==> config.mk <==
export PLATFORM = sky130hd
export DESIGN_NAME = blend_pipeline_flat
export DESIGN_NICKNAME = d
export VERILOG_FILES = /design/src/rtl/blend_if.sv /design/src/rtl/blend_pipeline.sv /design/src/flat_wrapper.sv
export SDC_FILE = /design/constraint.sdc
export NUM_CORES = 1
export LEC_CHECK = 0
export ABC_CLOCK_PERIOD_IN_PS = 2190
export BUFFER_PORTS_ARGS = -buffer_cell sky130_fd_sc_hd__buf_2
export CAP_MARGIN = 20
export CELL_PAD_IN_SITES_DETAIL_PLACEMENT = 0
export CELL_PAD_IN_SITES_GLOBAL_PLACEMENT = 1
export CORE_ASPECT_RATIO = 1.1
export CORE_MARGIN = 3
export CORE_UTILIZATION = 35
export CTS_CLUSTER_DIAMETER = 120
export DETAILED_ROUTE_END_ITERATION = 7
export PLACE_DENSITY_LB_ADDON = 0.1
export SYNTH_ARGS = -nofsm -noshare
export SYNTH_HDL_FRONTEND = slang
export SYNTH_SLANG_ARGS = --single-unit
==> constraint.sdc <==
create_clock -name clk_in -period 2.19 [get_ports clk_in]
set_clock_uncertainty 0.2 [all_clocks]
set_input_delay 0.438 -clock clk_in [delete_from_list [all_inputs] [get_ports clk_in]]
set_output_delay 0.438 -clock clk_in [all_outputs]
set_load 0.1 [all_outputs]
==> src/rtl/blend_if.sv <==
// Pixel/control bundle between the picture sources, the compositor and the VGA output.
// The master drives the layer pixels and frame controls; the slave returns the composited stream.
interface blend_if #(
    parameter int CH_BITS    = 4,
    parameter int ALPHA_BITS = 3,
    parameter int CNT_BITS   = 19
);
    logic                    frame_start_in;
    logic [ALPHA_BITS-1:0]   alpha_in;
    logic [1:0]              mode_in;
    logic                    valid_in;
    logic [3*CH_BITS-1:0]    pix_a_in;
    logic [3*CH_BITS-1:0]    pix_b_in;
    logic                    valid_out;
    logic [3*CH_BITS-1:0]    pixel_out;
    logic [CNT_BITS-1:0]     overlap_count_out;
    logic                    count_valid_out;

    modport master (
        output frame_start_in, alpha_in, mode_in, valid_in, pix_a_in, pix_b_in,
        input  valid_out, pixel_out, overlap_count_out, count_valid_out
    );

    modport slave (
        input  frame_start_in, alpha_in, mode_in, valid_in, pix_a_in, pix_b_in,
        output valid_out, pixel_out, overlap_count_out, count_valid_out
    );
endinterface

==> src/rtl/blend_pipeline.sv <==
// Three-stage two-layer pixel compositor (BLEND/OVER/DIFF/PASS_A) with frame-latched
// alpha/mode and a per-frame count of pixels where both layers are non-zero.
module blend_pipeline #(
    parameter int CH_BITS    = 4,
    parameter int ALPHA_BITS = 3,
    parameter int CNT_BITS   = 19
) (
    input logic   clk_in,
    input logic   rst_in,
    blend_if.slave bus
);
    localparam int PIX_W  = 3 * CH_BITS;
    localparam int PROD_W = CH_BITS + ALPHA_BITS;
    localparam int SHIFT  = ALPHA_BITS - 1;
    localparam logic [ALPHA_BITS-1:0] F_A    = ALPHA_BITS'(1) << SHIFT;
    localparam logic [PROD_W-1:0]     CH_MAX = PROD_W'((1 << CH_BITS) - 1);

    typedef enum logic [1:0] {
        MODE_BLEND  = 2'd0,
        MODE_OVER   = 2'd1,
        MODE_DIFF   = 2'd2,
        MODE_PASS_A = 2'd3
    } mode_e;

    function automatic logic [ALPHA_BITS-1:0] clamp_alpha(input logic [ALPHA_BITS-1:0] al);
        return (al > F_A) ? F_A : al;
    endfunction

    function automatic logic [CH_BITS-1:0] sat_ch(input logic [PROD_W-1:0] v);
        return (v > CH_MAX) ? {CH_BITS{1'b1}} : v[CH_BITS-1:0];
    endfunction

    function automatic logic [CH_BITS-1:0] abs_diff(input logic [CH_BITS-1:0] x,
                                                    input logic [CH_BITS-1:0] y);
        logic signed [CH_BITS:0] d;
        d = $signed({1'b0, x}) - $signed({1'b0, y});
        return (d < 0) ? CH_BITS'(-d) : CH_BITS'(d);
    endfunction

    // Frame-latched controls and overlap counter
    logic [ALPHA_BITS-1:0] alpha_sh_q, alpha_sh_d;
    mode_e                 mode_sh_q, mode_sh_d;
    logic [CNT_BITS-1:0]   run_q, run_d;
    logic [CNT_BITS-1:0]   cnt_out_q, cnt_out_d;
    logic                  cv_q, cv_d;

    logic [ALPHA_BITS-1:0] alpha_eff, a_c, n_c;
    mode_e                 mode_eff;
    logic                  a_nz_c, b_nz_c, ovl_c;

    always_comb begin
        alpha_eff = bus.frame_start_in ? bus.alpha_in : alpha_sh_q;
        mode_eff  = bus.frame_start_in ? mode_e'(bus.mode_in) : mode_sh_q;
        a_c       = clamp_alpha(alpha_eff);
        n_c       = F_A - a_c;
        a_nz_c    = |bus.pix_a_in;
        b_nz_c    = |bus.pix_b_in;
        ovl_c     = bus.valid_in & a_nz_c & b_nz_c;
    end

    always_comb begin
        alpha_sh_d = alpha_sh_q;
        mode_sh_d  = mode_sh_q;
        run_d      = run_q;
        cnt_out_d  = cnt_out_q;
        cv_d       = 1'b0;
        if (bus.frame_start_in) begin
            alpha_sh_d = bus.alpha_in;
            mode_sh_d  = mode_e'(bus.mode_in);
            cnt_out_d  = run_q;
            cv_d       = 1'b1;
            // the frame-start pixel already belongs to the new frame
            run_d      = CNT_BITS'(ovl_c);
        end else if (ovl_c && (run_q != {CNT_BITS{1'b1}})) begin
            run_d = run_q + CNT_BITS'(1);
        end
    end

    always_ff @(posedge clk_in) begin
        if (rst_in) begin
            alpha_sh_q <= F_A >> 1;
            mode_sh_q  <= MODE_BLEND;
            run_q      <= '0;
            cnt_out_q  <= '0;
            cv_q       <= 1'b0;
        end else begin
            alpha_sh_q <= alpha_sh_d;
            mode_sh_q  <= mode_sh_d;
            run_q      <= run_d;
            cnt_out_q  <= cnt_out_d;
            cv_q       <= cv_d;
        end
    end

    // S1: capture pixels with their effective weights and mode
    logic                  vld_p1_q;
    logic [PIX_W-1:0]      pa_p1_q, pb_p1_q;
    logic [ALPHA_BITS-1:0] a_p1_q, n_p1_q;
    mode_e                 mode_p1_q;
    logic                  anz_p1_q, bnz_p1_q;

    always_ff @(posedge clk_in) begin
        if (rst_in) vld_p1_q <= 1'b0;
        else        vld_p1_q <= bus.valid_in;
        pa_p1_q   <= bus.pix_a_in;
        pb_p1_q   <= bus.pix_b_in;
        a_p1_q    <= a_c;
        n_p1_q    <= n_c;
        mode_p1_q <= mode_eff;
        anz_p1_q  <= a_nz_c;
        bnz_p1_q  <= b_nz_c;
    end

    // S2: per-channel weighted products and absolute differences
    logic                 vld_p2_q;
    logic [PROD_W-1:0]    pra_p2_q [3];
    logic [PROD_W-1:0]    prb_p2_q [3];
    logic [CH_BITS-1:0]   dif_p2_q [3];
    logic [PIX_W-1:0]     pa_p2_q, pb_p2_q;
    mode_e                mode_p2_q;
    logic                 both_nz_p2_q, bnz_p2_q;

    always_ff @(posedge clk_in) begin
        if (rst_in) vld_p2_q <= 1'b0;
        else        vld_p2_q <= vld_p1_q;
        for (int c = 0; c < 3; c++) begin
            pra_p2_q[c] <= PROD_W'(pa_p1_q[c*CH_BITS +: CH_BITS]) * PROD_W'(a_p1_q);
            prb_p2_q[c] <= PROD_W'(pb_p1_q[c*CH_BITS +: CH_BITS]) * PROD_W'(n_p1_q);
            dif_p2_q[c] <= abs_diff(pa_p1_q[c*CH_BITS +: CH_BITS], pb_p1_q[c*CH_BITS +: CH_BITS]);
        end
        pa_p2_q      <= pa_p1_q;
        pb_p2_q      <= pb_p1_q;
        mode_p2_q    <= mode_p1_q;
        both_nz_p2_q <= anz_p1_q & bnz_p1_q;
        bnz_p2_q     <= bnz_p1_q;
    end

    // S3: mode select into the output register
    logic [PIX_W-1:0] blend_c, sel_c;
    logic [PIX_W-1:0] pix_out_q, pix_out_d;
    logic             vld_out_q;

    always_comb begin
        blend_c = pa_p2_q | pb_p2_q;
        if (both_nz_p2_q) begin
            for (int c = 0; c < 3; c++) begin
                blend_c[c*CH_BITS +: CH_BITS] = sat_ch((pra_p2_q[c] >> SHIFT) + (prb_p2_q[c] >> SHIFT));
            end
        end
        sel_c = pa_p2_q;
        case (mode_p2_q)
            MODE_BLEND: sel_c = blend_c;
            MODE_OVER:  sel_c = bnz_p2_q ? pb_p2_q : pa_p2_q;
            MODE_DIFF: begin
                for (int c = 0; c < 3; c++) sel_c[c*CH_BITS +: CH_BITS] = dif_p2_q[c];
            end
            default:    sel_c = pa_p2_q;
        endcase
        pix_out_d = vld_p2_q ? sel_c : pix_out_q;
    end

    always_ff @(posedge clk_in) begin
        if (rst_in) begin
            vld_out_q <= 1'b0;
            pix_out_q <= '0;
        end else begin
            vld_out_q <= vld_p2_q;
            pix_out_q <= pix_out_d;
        end
    end

    assign bus.valid_out         = vld_out_q;
    assign bus.pixel_out         = pix_out_q;
    assign bus.overlap_count_out = cnt_out_q;
    assign bus.count_valid_out   = cv_q;

endmodule

==> src/flat_wrapper.sv <==
// flat-port wrapper written by rule: the top's interface ports become plain ports
module blend_pipeline_flat 
#(
    parameter int CH_BITS    = 4,
    parameter int ALPHA_BITS = 3,
    parameter int CNT_BITS   = 19
)
  (clk_in, rst_in, bus_frame_start_in, bus_alpha_in, bus_mode_in, bus_valid_in, bus_pix_a_in, bus_pix_b_in, bus_valid_out, bus_pixel_out, bus_overlap_count_out, bus_count_valid_out);
  blend_if #(.CH_BITS(CH_BITS), .ALPHA_BITS(ALPHA_BITS), .CNT_BITS(CNT_BITS)) bus_i ();
  input logic clk_in;
  input logic rst_in;
  input wire logic [$bits(bus_i.frame_start_in)-1:0] bus_frame_start_in;
  input wire logic [$bits(bus_i.alpha_in)-1:0] bus_alpha_in;
  input wire logic [$bits(bus_i.mode_in)-1:0] bus_mode_in;
  input wire logic [$bits(bus_i.valid_in)-1:0] bus_valid_in;
  input wire logic [$bits(bus_i.pix_a_in)-1:0] bus_pix_a_in;
  input wire logic [$bits(bus_i.pix_b_in)-1:0] bus_pix_b_in;
  output wire logic [$bits(bus_i.valid_out)-1:0] bus_valid_out;
  output wire logic [$bits(bus_i.pixel_out)-1:0] bus_pixel_out;
  output wire logic [$bits(bus_i.overlap_count_out)-1:0] bus_overlap_count_out;
  output wire logic [$bits(bus_i.count_valid_out)-1:0] bus_count_valid_out;
  assign bus_i.frame_start_in = bus_frame_start_in;
  assign bus_i.alpha_in = bus_alpha_in;
  assign bus_i.mode_in = bus_mode_in;
  assign bus_i.valid_in = bus_valid_in;
  assign bus_i.pix_a_in = bus_pix_a_in;
  assign bus_i.pix_b_in = bus_pix_b_in;
  assign bus_valid_out = bus_i.valid_out;
  assign bus_pixel_out = bus_i.pixel_out;
  assign bus_overlap_count_out = bus_i.overlap_count_out;
  assign bus_count_valid_out = bus_i.count_valid_out;
  blend_pipeline #(.CH_BITS(CH_BITS), .ALPHA_BITS(ALPHA_BITS), .CNT_BITS(CNT_BITS)) u_core (.clk_in(clk_in), .rst_in(rst_in), .bus(bus_i));
endmodule
==> impl_metrics.tcl <==
set metrics [dict create \
    status "finished clean" \
    peakVddDrop_uv 521 \
    drc_errors 0 \
    wire_per_inst_um 16.4 \
    worstPathRequired_ns 2.36 \
    hpwlAfterDp_mm 15.1 \
    cts.sinks 162 \
    antenna_found_initial 1 \
    clk_pin_slew_ns 0.06 \
    cts_buffers 17 \
    grtUsageTotal_pct 17.2 \
    grt_overflow_total 0 \
    core_area_um2 21400 \
    synth_cells 775 \
    finalHoldViolations 0 \
    crit_top_cell "inv_1" \
    vias 5950 \
    ys_seq_elements 162 \
    drive_gt1_share_pct 28.7 \
    via_per_inst 4.83 \
    drtAntennaViolNets 0 \
    min_path_type "primary input to register" \
    max_stage_delay_ns 0.45 \
    routed_wl_mm 20.2 \
    start_util_pct 35.9 \
    clockBufferDepth 2 \
    switching_share_pct 28.9 \
    critical_path_class "register to register" \
    root_buffer "clkbuf_16" \
    grt_pass1_vias 6126 \
    p_sw_w 0.00243 \
    synth_area_um2 7700 \
    final_common_cell "dfxtp_1" \
    nets 1047 \
    tritoncts "yes" \
    seqPwrFrac_pct 40.9 \
    crit_buf_inv 3 \
    relSlewSlack_pct 62.0 \
    rsz0062_at_grt "yes" \
    hold_ws_ns 0.0456 \
    port_buffers 65 \
    max_freq_ghz 0.457 \
    rows 56 \
    cp_max_fo 5 \
    crit_path_top_delay_cell "fa_1" \
    crit_arrival_ns 2.35 \
    die_w_um 147 \
    p_comb_share_pct 22.2 \
    finalSetupViolCount 0 \
    path_delay_family "adder cells" \
    n_fill_cell 2064 \
    syn_nets 894 \
    die_height_um 162 \
    powerDensity_nw_per_um2 843 \
    io_pins 66 \
    synthToLayoutAreaGrowth_pct 29.4 \
    gp_congestion 0.805 \
    num_antenna_cells 0 \
    crit_chain "buf_12, nand2_2, fa_1, inv_1, ha_2, inv_1, fa_2, nor2b_1, o21ai_0, nand2b_1" \
    yosysSeqAreaShare_pct 42.1 \
    htree_levels 4 \
    ys_warn_count 0 \
    grt_pass1_wl_mm 32.2 \
    cp-end-kind "register" \
    dr.first_iter.drc_count 255 \
    p_leak_nw 4.61 \
    fin_util_pct 46.5 \
    dieArea_um2 23800 \
    synth_cell_types 45 \
    clkLatencyLatePin_ns 0.43 \
    clkPwrFrac_pct 36.9 \
    tightest_slew_ns 0.569 \
    final_cell_mix "150 x dfxtp_1, 71 x buf_4, 66 x buf_2" \
    fin_tns_setup_ns 0 \
    p_int_w 0.00597 \
    drt-pass1-iter-count 4 \
    slew_viol_final 0 \
    min_period_over_period_pct 99.9 \
    startpoint_type "register" \
    grt_max_degree 42 \
    cap_violations 0 \
    fin_crit_ns 2.19 \
    syn_avg_cell_area_um2 9.94 \
]
==> cells in the mapped netlist, drive strengths merged <==
| master | count | area (µm²) |
|---|---|---|
| a211oi | 1 | 7.51 |
| and3 | 11 | 68.8 |
| or2 | 4 | 25.0 |
| nand3 | 13 | 75.1 |
| nand3b | 1 | 7.51 |
| nand2 | 40 | 150 |
| mux2 | 17 | 191 |
| o21ai | 21 | 105 |
| xor2 | 6 | 52.6 |
| a21oi | 39 | 199 |
| a211o | 1 | 8.76 |
| a22o | 24 | 210 |
| mux2i | 34 | 340 |
| clkbuf | 24 | 90.1 |
| a21o | 15 | 113 |
| or4b | 2 | 20.0 |
| nand4b | 1 | 8.76 |
| nand4 | 2 | 12.5 |
| o31ai | 8 | 60.1 |
| a31oi | 7 | 43.8 |
| xnor2 | 22 | 193 |
| o22ai | 3 | 18.8 |
| nand2b | 9 | 56.3 |
| buf | 7 | 30.0 |
| nor2 | 53 | 206 |
| or4 | 11 | 82.6 |
| nor4 | 7 | 58.8 |
| nor3 | 14 | 70.1 |
| o211ai | 5 | 37.5 |
| and4 | 4 | 35.0 |
| and2 | 34 | 213 |
| o21bai | 3 | 22.5 |
| ha | 62 | 776 |
| inv | 61 | 229 |
| a31o | 2 | 17.5 |
| dfxtp | 162 | 3240 |
| nor2b | 17 | 106 |
| o41ai | 3 | 26.3 |
| fa | 24 | 480 |
| o2111ai | 1 | 8.76 |
==> sequential cells by signal (all words and copies together), names as in the netlist <==
name,count
u_core.a_p1_q,3
u_core.alpha_sh_q,3
u_core.anz_p1_q,1
u_core.bnz_p1_q,1
u_core.bnz_p2_q,1
u_core.both_nz_p2_q,1
u_core.bus.count_valid_out,1
u_core.bus.overlap_count_out,19
u_core.bus.pixel_out,12
u_core.bus.valid_out,1
u_core.dif_p2_q,12
u_core.mode_p1_q,2
u_core.mode_p2_q,2
u_core.mode_sh_q,2
u_core.n_p1_q,2
u_core.pa_p1_q,12
u_core.pa_p2_q,12
u_core.pb_p1_q,12
u_core.pb_p2_q,12
u_core.pra_p2_q,15
u_core.prb_p2_q,15
u_core.run_q,19
u_core.vld_p1_q,1
u_core.vld_p2_q,1
==> worst register-to-register path, delay by kind of cell (launching register included) <==
kind	cells	cell delay [ns]
compound gates	1	0.08
flops	1	0.37
fa+ha+maj	3	0.98
buf+inv	3	0.24
simple gates	3	0.26
==> layer usage <==
| layer | wire [µm] | vias up | part of all wire [%] | global-route usage, % |
|---|---|---|---|---|
| li1 | - | 2976 | - | - |
| met1 | 9120 | 2874 | 45 | 21.6 |
| met2 | 10200 | 80 | 51 | 30.1 |
| met3 | 632 | 18 | 3.1 | 3.65 |
| met4 | 207 | 2 | 1.0 | 4.53 |
| met5 | 7 | - | 0.035 | 0 |
==> path summary, 6_finish.rpt <==
path | from | end | slack, ns | cells after the start
min reg2reg | u_core.mode_p1_q[0] | u_core.mode_p2_q[0] | 0.13 | 0
max | u_core.a_p1_q[1] | u_core.pra_p2_q[0][20] | 0.002 | 10
min | bus_pix_b_in[2] | u_core.pb_p1_q[2] | 0.05 | 2
max reg2reg | u_core.a_p1_q[1] | u_core.pra_p2_q[0][20] | 0.002 | 10
==> timing repair <==
action / CTS / global route
endpoints found under the setup margin: 31 / 53
resized for setup: 16 / 68
setup buffers: 2 / 4
hold buffers: 20 / 0
pin swaps: 2 / 9
cloned: 0 / 1
endpoints found under the hold margin: 20 / 0
==> area by class of cell <==
type                    instances  area [µm²]  area share [%]
multi-input cells             521        4290            43.0
flip-flops and latches        162        3260            32.8
repair buffers                165        1210            12.1
clock buffers                  21         460            4.62
well taps                     290         363            3.64
inverters                      61         229            2.30
clock inverters                11         153            1.53
==> per-stage QoR <==
stage,worst slack [ns],instance area [µm²],total power [W],std cells
2_1_floorplan,0.00205,7710,0.00464,775
3_3_place_gp,-0.199,8870,0.00518,1172
3_5_place_dp,-0.257,8870,0.00522,1172
4_1_cts,-0.0244,9730,0.00840,1226
5_1_grt,-0.0900,9960,0.00888,1231
6_report,0.00216,9960,0.00840,1231
==> cells by family (layout without fill, tap and decap cells) <==
kind of cell               after synthesis  count (layout)  share of synthesized area, %
and+or+nand+nor                        223             223                          15.5
DFF                                    162             162                          42.1
AOI/OAI and AO/OA                      133             133                          11.4
buffers and inverters                   92             258                          4.53
adders and majority gates               86              86                          16.3
muxes                                   51              51                          6.91
xor gates and xnor gates                28              28                          3.18
==> power by group through the flow <==
stage | logic, W | clock network, W | registers [W]
2_1_floorplan | 0.00107 | 0 | 0.00357
3_3_place_gp | 0.00168 | 0 | 0.00350
3_5_place_dp | 0.00172 | 0 | 0.00350
4_1_cts | 0.00179 | 0.00317 | 0.00344
5_1_grt | 0.00210 | 0.00331 | 0.00347
6_report | 0.00186 | 0.00310 | 0.00344
No activity file was read; power rests on OpenSTA's default activity.
